==> config.mk <==
export PLATFORM = sky130hd
export DESIGN_NAME = vga_pixel_fifo
export DESIGN_NICKNAME = d
export VERILOG_FILES = /design/src/rtl/vga_pixel_fifo.sv
export SDC_FILE = /design/constraint.sdc
export NUM_CORES = 1
export LEC_CHECK = 0
export BUFFER_PORTS_ARGS = -buffer_cell sky130_fd_sc_hd__buf_2
export CORE_ASPECT_RATIO = 2
export CORE_UTILIZATION = 55
export CTS_CLUSTER_DIAMETER = 150
export DETAILED_ROUTE_END_ITERATION = 8
export PLACE_DENSITY = 0.76
export SYNTH_ARGS = -nofsm -noshare
export SYNTH_HDL_FRONTEND = slang
export SYNTH_SLANG_ARGS = --single-unit
==> constraint.sdc <==
create_clock -name clk_i -period 4.2 [get_ports clk_i]
set_clock_uncertainty 0.15 [all_clocks]
set_input_delay 0.63 -clock clk_i [delete_from_list [all_inputs] [get_ports clk_i]]
set_output_delay 0.63 -clock clk_i [all_outputs]
set_load 0.01 [all_outputs]
==> src/rtl/vga_pixel_fifo.sv <==
// vga_pixel_fifo: bus-writable pixel FIFO that feeds the VGA sync stage.
// Software pushes pixels through a four-register device window. The sync stage
// pulls one pixel per active-video tick. Underruns produce black and are counted.
module vga_pixel_fifo #(
  parameter int CD        = 12,
  parameter int Depth     = 16,
  parameter int AddrWidth = 32,
  parameter int DataWidth = 32
) (
  input  logic                 clk_i,
  input  logic                 rst_ni,
  input  logic                 device_req_i,
  input  logic [AddrWidth-1:0] device_addr_i,
  input  logic                 device_we_i,
  input  logic [3:0]           device_be_i,
  input  logic [DataWidth-1:0] device_wdata_i,
  output logic                 device_rvalid_o,
  output logic [DataWidth-1:0] device_rdata_o,
  input  logic                 pix_req_i,
  output logic [CD-1:0]        pix_rgb_o,
  output logic                 underflow_o
);

  localparam int PW = $clog2(Depth);
  localparam int LW = PW + 1;
  localparam logic [LW-1:0] DepthLevel = LW'(Depth);

  logic [CD-1:0] mem [Depth];
  logic [PW-1:0] wr_ptr;
  logic [PW-1:0] rd_ptr;
  logic [LW-1:0] level;
  logic          en;
  logic          ovf;
  logic          unf;
  logic [15:0]   underruns;

  logic [1:0]    reg_sel;
  logic          wr_access;
  logic          rd_access;
  logic          data_wr;
  logic          status_wr;
  logic          ctrl_wr;
  logic          count_wr;
  logic          full;
  logic          empty;
  logic          pop;
  logic          unf_evt;
  logic          push;
  logic          ovf_evt;
  logic          flush;
  logic [31:0]   rd_word;
  logic          unused_bits;

  // Byte enables, undecoded address bits and unused data bits are don't-cares.
  assign unused_bits = ^{device_be_i, device_addr_i, device_wdata_i};

  assign reg_sel   = device_addr_i[3:2];
  assign wr_access = device_req_i & device_we_i;
  assign rd_access = device_req_i & ~device_we_i;
  assign data_wr   = wr_access & (reg_sel == 2'd0);
  assign status_wr = wr_access & (reg_sel == 2'd1);
  assign ctrl_wr   = wr_access & (reg_sel == 2'd2);
  assign count_wr  = wr_access & (reg_sel == 2'd3);

  assign full    = (level == DepthLevel);
  assign empty   = (level == '0);
  assign pop     = en & pix_req_i & ~empty;
  assign unf_evt = en & pix_req_i & empty;
  // A pop in the same cycle frees a slot, so a push into a full FIFO still lands.
  assign push    = data_wr & (~full | pop);
  assign ovf_evt = data_wr & full & ~pop;
  assign flush   = ctrl_wr & device_wdata_i[1];

  assign underflow_o = unf;

  // Pixel storage; no reset so it maps onto plain RAM.
  always_ff @(posedge clk_i) begin
    if (push) begin
      mem[wr_ptr] <= device_wdata_i[CD-1:0];
    end
  end

  // Pointers and occupancy; flush wins over the pop it may coincide with.
  always_ff @(posedge clk_i or negedge rst_ni) begin
    if (!rst_ni) begin
      wr_ptr <= '0;
      rd_ptr <= '0;
      level  <= '0;
    end else if (flush) begin
      wr_ptr <= '0;
      rd_ptr <= '0;
      level  <= '0;
    end else begin
      wr_ptr <= wr_ptr + PW'(push);
      rd_ptr <= rd_ptr + PW'(pop);
      level  <= level + LW'(push) - LW'(pop);
    end
  end

  // Pixel output register: head on a served pull, black otherwise, held between pulls.
  always_ff @(posedge clk_i or negedge rst_ni) begin
    if (!rst_ni) begin
      pix_rgb_o <= '0;
    end else if (pix_req_i) begin
      pix_rgb_o <= pop ? mem[rd_ptr] : '0;
    end
  end

  // Control and sticky flags; a new event beats a same-cycle software clear.
  always_ff @(posedge clk_i or negedge rst_ni) begin
    if (!rst_ni) begin
      en  <= 1'b0;
      ovf <= 1'b0;
      unf <= 1'b0;
    end else begin
      if (ctrl_wr) begin
        en <= device_wdata_i[0];
      end
      ovf <= ovf_evt | (ovf & ~(status_wr & device_wdata_i[18]));
      unf <= unf_evt | (unf & ~(status_wr & device_wdata_i[19]));
    end
  end

  // Saturating underrun counter; an increment during a clear leaves it at 1.
  always_ff @(posedge clk_i or negedge rst_ni) begin
    if (!rst_ni) begin
      underruns <= '0;
    end else if (unf_evt) begin
      if (count_wr) begin
        underruns <= 16'd1;
      end else if (underruns != 16'hFFFF) begin
        underruns <= underruns + 16'd1;
      end
    end else if (count_wr) begin
      underruns <= '0;
    end
  end

  // Register read mux, evaluated on the request cycle's pre-edge state.
  always_comb begin
    rd_word = '0;
    case (reg_sel)
      2'd1: begin
        rd_word[LW-1:0] = level;
        rd_word[16]     = full;
        rd_word[17]     = empty;
        rd_word[18]     = ovf;
        rd_word[19]     = unf;
      end
      2'd2:    rd_word[0] = en;
      2'd3:    rd_word[15:0] = underruns;
      default: rd_word = '0;
    endcase
  end

  // Single-cycle bus response; writes return zero data.
  always_ff @(posedge clk_i or negedge rst_ni) begin
    if (!rst_ni) begin
      device_rvalid_o <= 1'b0;
      device_rdata_o  <= '0;
    end else begin
      device_rvalid_o <= device_req_i;
      device_rdata_o  <= rd_access ? DataWidth'(rd_word) : '0;
    end
  end

endmodule

**Word-level counts from Yosys, hierarchy flattened**

Memories as Yosys holds them, arrays and structs flattened.
Cells that the tools add are included.

- Register bits after elaboration: 65
- RAM bits: 192
- Memories kept: 1

Memory list:

| name | depth | bits a word | read ports | clocked after memory_dff | wr ports | line | RTL |
|---|---|---|---|---|---|---|---|
| mem | 16 | 12 | 1 | 0 | 1 | 28 | `logic [CD-1:0] mem [Depth];` |

- Add/subtract/negate cells: 5
- Equal/unequal tests: 5
- Multiplexer cells: 15
- Bitwise operators: 26
- Reduce and logical (&&, ||, !) cells: 5

Operators with widths:

| cell | count |
|---|---|
| $mux 16 | 4 |
| $mux 20 | 1 |
| $and 1x1->1 | 17 |
| $add 16x1->16 const B | 1 |
| $ne 16x16->1 const B | 1 |
| $mux 12 | 1 |
| $mux 4 | 3 |
| $mux 11 | 1 |
| $add 4x1->4 | 2 |
| $pmux 4 s2 | 1 |
| $not 1->1 | 6 |
| $add 5x1->5 | 1 |
| $eq 5x5->1 const B | 1 |
| $logic_not 5->1 | 1 |
| $mux 5 | 1 |
| $sub 5x1->5 | 1 |
| $eq 2x2->1 const B | 2 |
| $reduce_bool 2->1 | 2 |
| $or 1x1->1 | 3 |
| $pmux 1 s3 | 1 |
| $eq 2x1->1 const B | 1 |
| $logic_not 2->1 | 1 |
| $mux 1 | 2 |
| $reduce_and 2->1 | 1 |

**Depth between registers and ports, before layout**

- Depth in word-level cells: 8
- Gate-level depth with buffers: 13

**Worst setup path before layout**

Ideal clock, no wire load.

- Path kind: input to register
- From: in device_addr_i[3]
- To: mem mem[0][0] (enable)
- Arrival time: 2.737 ns
- Slack: 0.896 ns
- Stages: 4
- Cell sequence: clkbuf_1 nand3b_1 a311o_1 nor4b_1

- Longest elaborated chain between the ends: 5

RTL lines:

| element | line | RTL |
|---|---|---|
| start, declared | 13 | `input logic [AddrWidth-1:0] device_addr_i,` |
| $logic_not 2->1 | 60 | `assign data_wr = wr_access & (reg_sel == 2'd0);` |
| $and 1x1->1 | 60 |  |
| $and 1x1->1 | 70 | `assign push = data_wr & (~full \| pop);` |
| $mux 1 | 78 | `if (push) begin` |
| $mux 1 (not written as such) | 79 | `mem[wr_ptr] <= device_wdata_i[CD-1:0];` |
| end, declared | 28 |  |

Every way passes these cells.

**Worst setup path in the final report**

- From: reg level[3]
- To: reg level[4]

- Longest elaborated chain between the ends: 8
- Elaborated cells on any way between the ends: 10
- Classes of those cells: add/sub (2); eq/ne (1); mux (1); bitwise (5); reduce/logical (1)

RTL lines:

| element | line | RTL |
|---|---|---|
| start, declared | 31 | `logic [LW-1:0] level;` |
| start signal, assigned | 96 | `level <= level + LW'(push) - LW'(pop);` |
| $logic_not 5->1 | 66 | `assign empty = (level == '0);` |
| $not 1->1 | 67 | `assign pop = en & pix_req_i & ~empty;` |
| $and 1x1->1 | 67 |  |
| $or 1x1->1 | 70 |  |
| $and 1x1->1 | 70 |  |
| $add 5x1->5 | 96 |  |
| $sub 5x1->5 * | 96 |  |
| $mux 5 * | 89 | `end else if (flush) begin` |

Mark *: on every way between the ends. The rest lies on a longest branch, timed or not.
A chain may end at the register's enable or synchronous reset.

==> results_dict.tcl <==
set metrics [dict create \
    preCtsSetupSlack_ns 0.814 \
    rsz0062_at_grt "no" \
    worst-slew-pin-transition_ns 1.23 \
    postSynthCellCount 653 \
    vias 5920 \
    grt_max_degree 65 \
    synth_cell_types 50 \
    end_kind "flop" \
    cts_setup_buffers 0 \
    h-tree-depth 1 \
    fmax_mhz 305 \
    final_nets 810 \
    synth-async-reset-ratio_pct 25.3 \
    overflow 0 \
    irDropWorstVdd_v 0.000390 \
    avgViaCountPerCell 6.19 \
    synthMuxAreaShare_pct 10.1 \
    grt_usage_pct 22.2 \
    criticalPathCategory "reg -> reg" \
    drt_iter0_markers 402 \
    path_clk_slew_ns 0.06 \
    die_h_um 197 \
    cts_hold_buf 0 \
    finalSetupViolations 0 \
    avgSynthCellArea_um2 15.9 \
    start_kind "flop" \
    fp.dieW_um 99.3 \
    slew_headroom_pct 17.0 \
    ctsResizeCount 0 \
    synth_top_family_by_area "multiplexers" \
    fillers 1306 \
    finalCriticalPeriod_ns 3.28 \
    clockRootBuffer "clkbuf_16" \
    multi_input_area_um2 2850 \
    final_util_pct 63.7 \
    drc 0 \
    io_pins 119 \
    p_leak_nw 4.37 \
    synth-simple-area-share_pct 9.24 \
    ff_latch_area_um2 7400 \
    worst_ep_required_time_ns 4.47 \
    hp-class "in -> async" \
    max_cap_violations 0 \
    final.setup.tns_ns 0 \
    arrival_ns 3.55 \
    gp_congestion 0.860 \
    dr.pass1.iters 6 \
    drive_gt1_share_pct 19.3 \
    power_density_nw_per_um2 547 \
    worstSkewPairLatency_ns 0.51 \
    cts_tree "done" \
    synthesis.area_um2 10400 \
    yosysWarningCount 0 \
    start_util_pct 56.6 \
    rows 70 \
    worst-path-max-fanout 6 \
    stdcell_count 957 \
    cts_buffers 22 \
    crit_buf_inv 3 \
    num_antenna_cells 0 \
    cts.sinks 257 \
    slew_viol_final 0 \
    synthAdderAreaFrac_pct 1.51 \
    cpPeakStageDelay_ns 0.49 \
    setup_ws_ns 0.921 \
    core_area_um2 18400 \
    power.total_w 0.00641 \
    status "completed" \
    wirelength_um 20800 \
    drt.antenna.violating_nets 0 \
    grt_pass1_wl_um 32700 \
    synth_compound_area_share_pct 5.24 \
    antenna_found_initial 0 \
    area_growth_pct 12.5 \
    ys_ff_latch 257 \
    hpwl_um 14200 \
    ys_seq_area_share_pct 71.0 \
    finalCritPeriodShare_pct 78.1 \
    ys.flop_type "edfxtp_1" \
    clockBufferDepth 3 \
    crit_slowest_cell "a311o_1" \
    post_drt_wl_per_cell_um 21.7 \
    die-area_um2 19500 \
    placedCellCount 917 \
    final_hold_viol_count 0 \
    numPortBuffers 54 \
    grt_pass1_vias 6046 \
    path_cells "inv_1, ha_1, nor3b_1, a311o_1, ha_1, inv_1, ha_1, inv_1, fa_1, nor2b_1, o21bai_1, nand3_1, nor3b_1" \
    synth_edf_count 192 \
    synthXorXnorAreaFrac_pct 0.505 \
    cp_top_family "adder cells" \
]
[state kept, by name, summed over array words and instances (netlist names)]
signal and flops:
device_rdata_o 20, device_rvalid_o 1, en 1, level 5
mem 192, ovf 1, pix_rgb_o 12, rd_ptr 4
underflow_o 1, underruns 16, wr_ptr 4
[cell usage after synthesis, types with 2 or more instances]
| cell | n | area [um2] |
|---|---|---|
| nor3_1 | 10 | 50.1 |
| nand2_1 | 19 | 71.3 |
| mux2i_1 | 49 | 490 |
| a22o_1 | 4 | 35.0 |
| nor2_1 | 24 | 90.1 |
| nor2b_1 | 10 | 62.6 |
| xnor2_1 | 3 | 26.3 |
| or3_1 | 5 | 31.3 |
| a21oi_1 | 12 | 60.1 |
| nand3b_1 | 4 | 30.0 |
| inv_1 | 10 | 37.5 |
| clkbuf_1 | 20 | 75.1 |
| o31ai_1 | 6 | 45.0 |
| edfxtp_1 | 192 | 5770 |
| nor4b_1 | 2 | 17.5 |
| and2_1 | 17 | 106 |
| o21ai_0 | 10 | 50.1 |
| buf_4 | 12 | 90.1 |
| xor2_1 | 3 | 26.3 |
| buf_1 | 7 | 26.3 |
| nand2b_1 | 14 | 87.6 |
| dfrtp_1 | 65 | 1630 |
| mux2_2 | 2 | 22.5 |
| mux4_2 | 24 | 541 |
| nand3_1 | 35 | 175 |
| buf_2 | 2 | 10.0 |
| and3_1 | 3 | 18.8 |
| or4_1 | 8 | 60.1 |
| a22oi_1 | 36 | 270 |
| ha_1 | 11 | 138 |
| nand4_1 | 7 | 43.8 |
| and4_1 | 2 | 17.5 |
| a41oi_1 | 2 | 17.5 |
| nor3b_1 | 3 | 22.5 |
| nor4_1 | 5 | 31.3 |
[cell usage in the layout, fill, tap and decap left out, drive strengths merged, types with 2 or more instances in the layout]
cell type | Yosys | layout
and4 | 2 | 2
nor2 | 24 | 24
clkinvlp | 0 | 3
o21ai | 10 | 10
nand2b | 14 | 14
and3 | 3 | 3
dfrtp | 65 | 65
or3 | 5 | 5
inv | 10 | 10
nor3 | 10 | 10
or4 | 8 | 8
a21oi | 12 | 12
and2 | 17 | 17
xnor2 | 3 | 3
a41oi | 2 | 2
mux4 | 24 | 24
nand3b | 4 | 4
edfxtp | 192 | 192
mux2i | 49 | 49
nor4 | 5 | 5
xor2 | 3 | 3
buf | 21 | 79
a22oi | 36 | 36
clkinv | 0 | 6
a22o | 4 | 4
nor4b | 3 | 3
clkbuf | 21 | 29
ha | 11 | 11
nand2 | 19 | 19
bufinv | 0 | 2
nand4 | 7 | 7
nor3b | 3 | 3
o31ai | 6 | 6
conb | 1 | 12
mux2 | 2 | 2
nand3 | 35 | 35
nor2b | 10 | 10
[power breakdown]
group / switching [W] / internal, W / total [W]
sequential: 0.000296 / 0.00287 / 0.00316
combinational: 0.000622 / 0.000640 / 0.00126
clock: 0.000856 / 0.00113 / 0.00198
total: 0.00177 / 0.00463 / 0.00641
[layout make-up]
class / count / area share, %
tap: 216 / 2.31
sequential: 257 / 63.2
multi-input combinational: 355 / 24.3
timing repair buffer: 79 / 3.91
inverter: 10 / 0.321
clock buffer: 29 / 5.11
clock inverter: 11 / 0.876
[cell families after synthesis]
family | count (synthesis)
flip-flops | 257
multiplexers | 75
buffers and inverters | 52
adder cells (fa/ha/maj) | 12
XOR/XNOR | 6
other | 1
AO/OA/AOI/OAI | 78
AND/OR/NAND/NOR | 172
[path summary, 6_finish.rpt]
check	cells past startpoint	to	start	slack [ns]
setup / recovery	13	level[4]$_DFF_PN0_	level[3]$_DFF_PN0_	0.92
hold / removal	1	ovf$_DFF_PN0_	rst_ni	0.11
max in group asynchronous	3	device_rdata_o[11]$_DFF_PN0_	rst_ni	2.76
min in group clk_i	1	device_rvalid_o$_DFF_PN0_	device_req_i	0.17
setup reg to reg	13	level[4]$_DFF_PN0_	level[3]$_DFF_PN0_	0.92
hold reg to reg	1	device_rdata_o[19]$_DFF_PN0_	underflow_o$_DFF_PN0_	0.35
[per-stage QoR]
| step | hold WS [ns] | instance area, um2 |
|---|---|---|
| floorplan | 0.184 | 10500 |
| global route | 0.165 | 11700 |
| global placement | 0.330 | 11000 |
| finish | 0.111 | 11700 |
| detailed placement | 0.342 | 11000 |
| CTS | 0.133 | 11700 |
[routing by layer]
layer  GRT usage (%)  wire [um]  vias up
met5               0          0        -
met4            11.0        956        0
met1            22.7       7160     3042
met2            43.6      12000      170
met3            2.20        671       54
li1                -          -     2654
No activity file was read; power rests on OpenSTA's default activity.
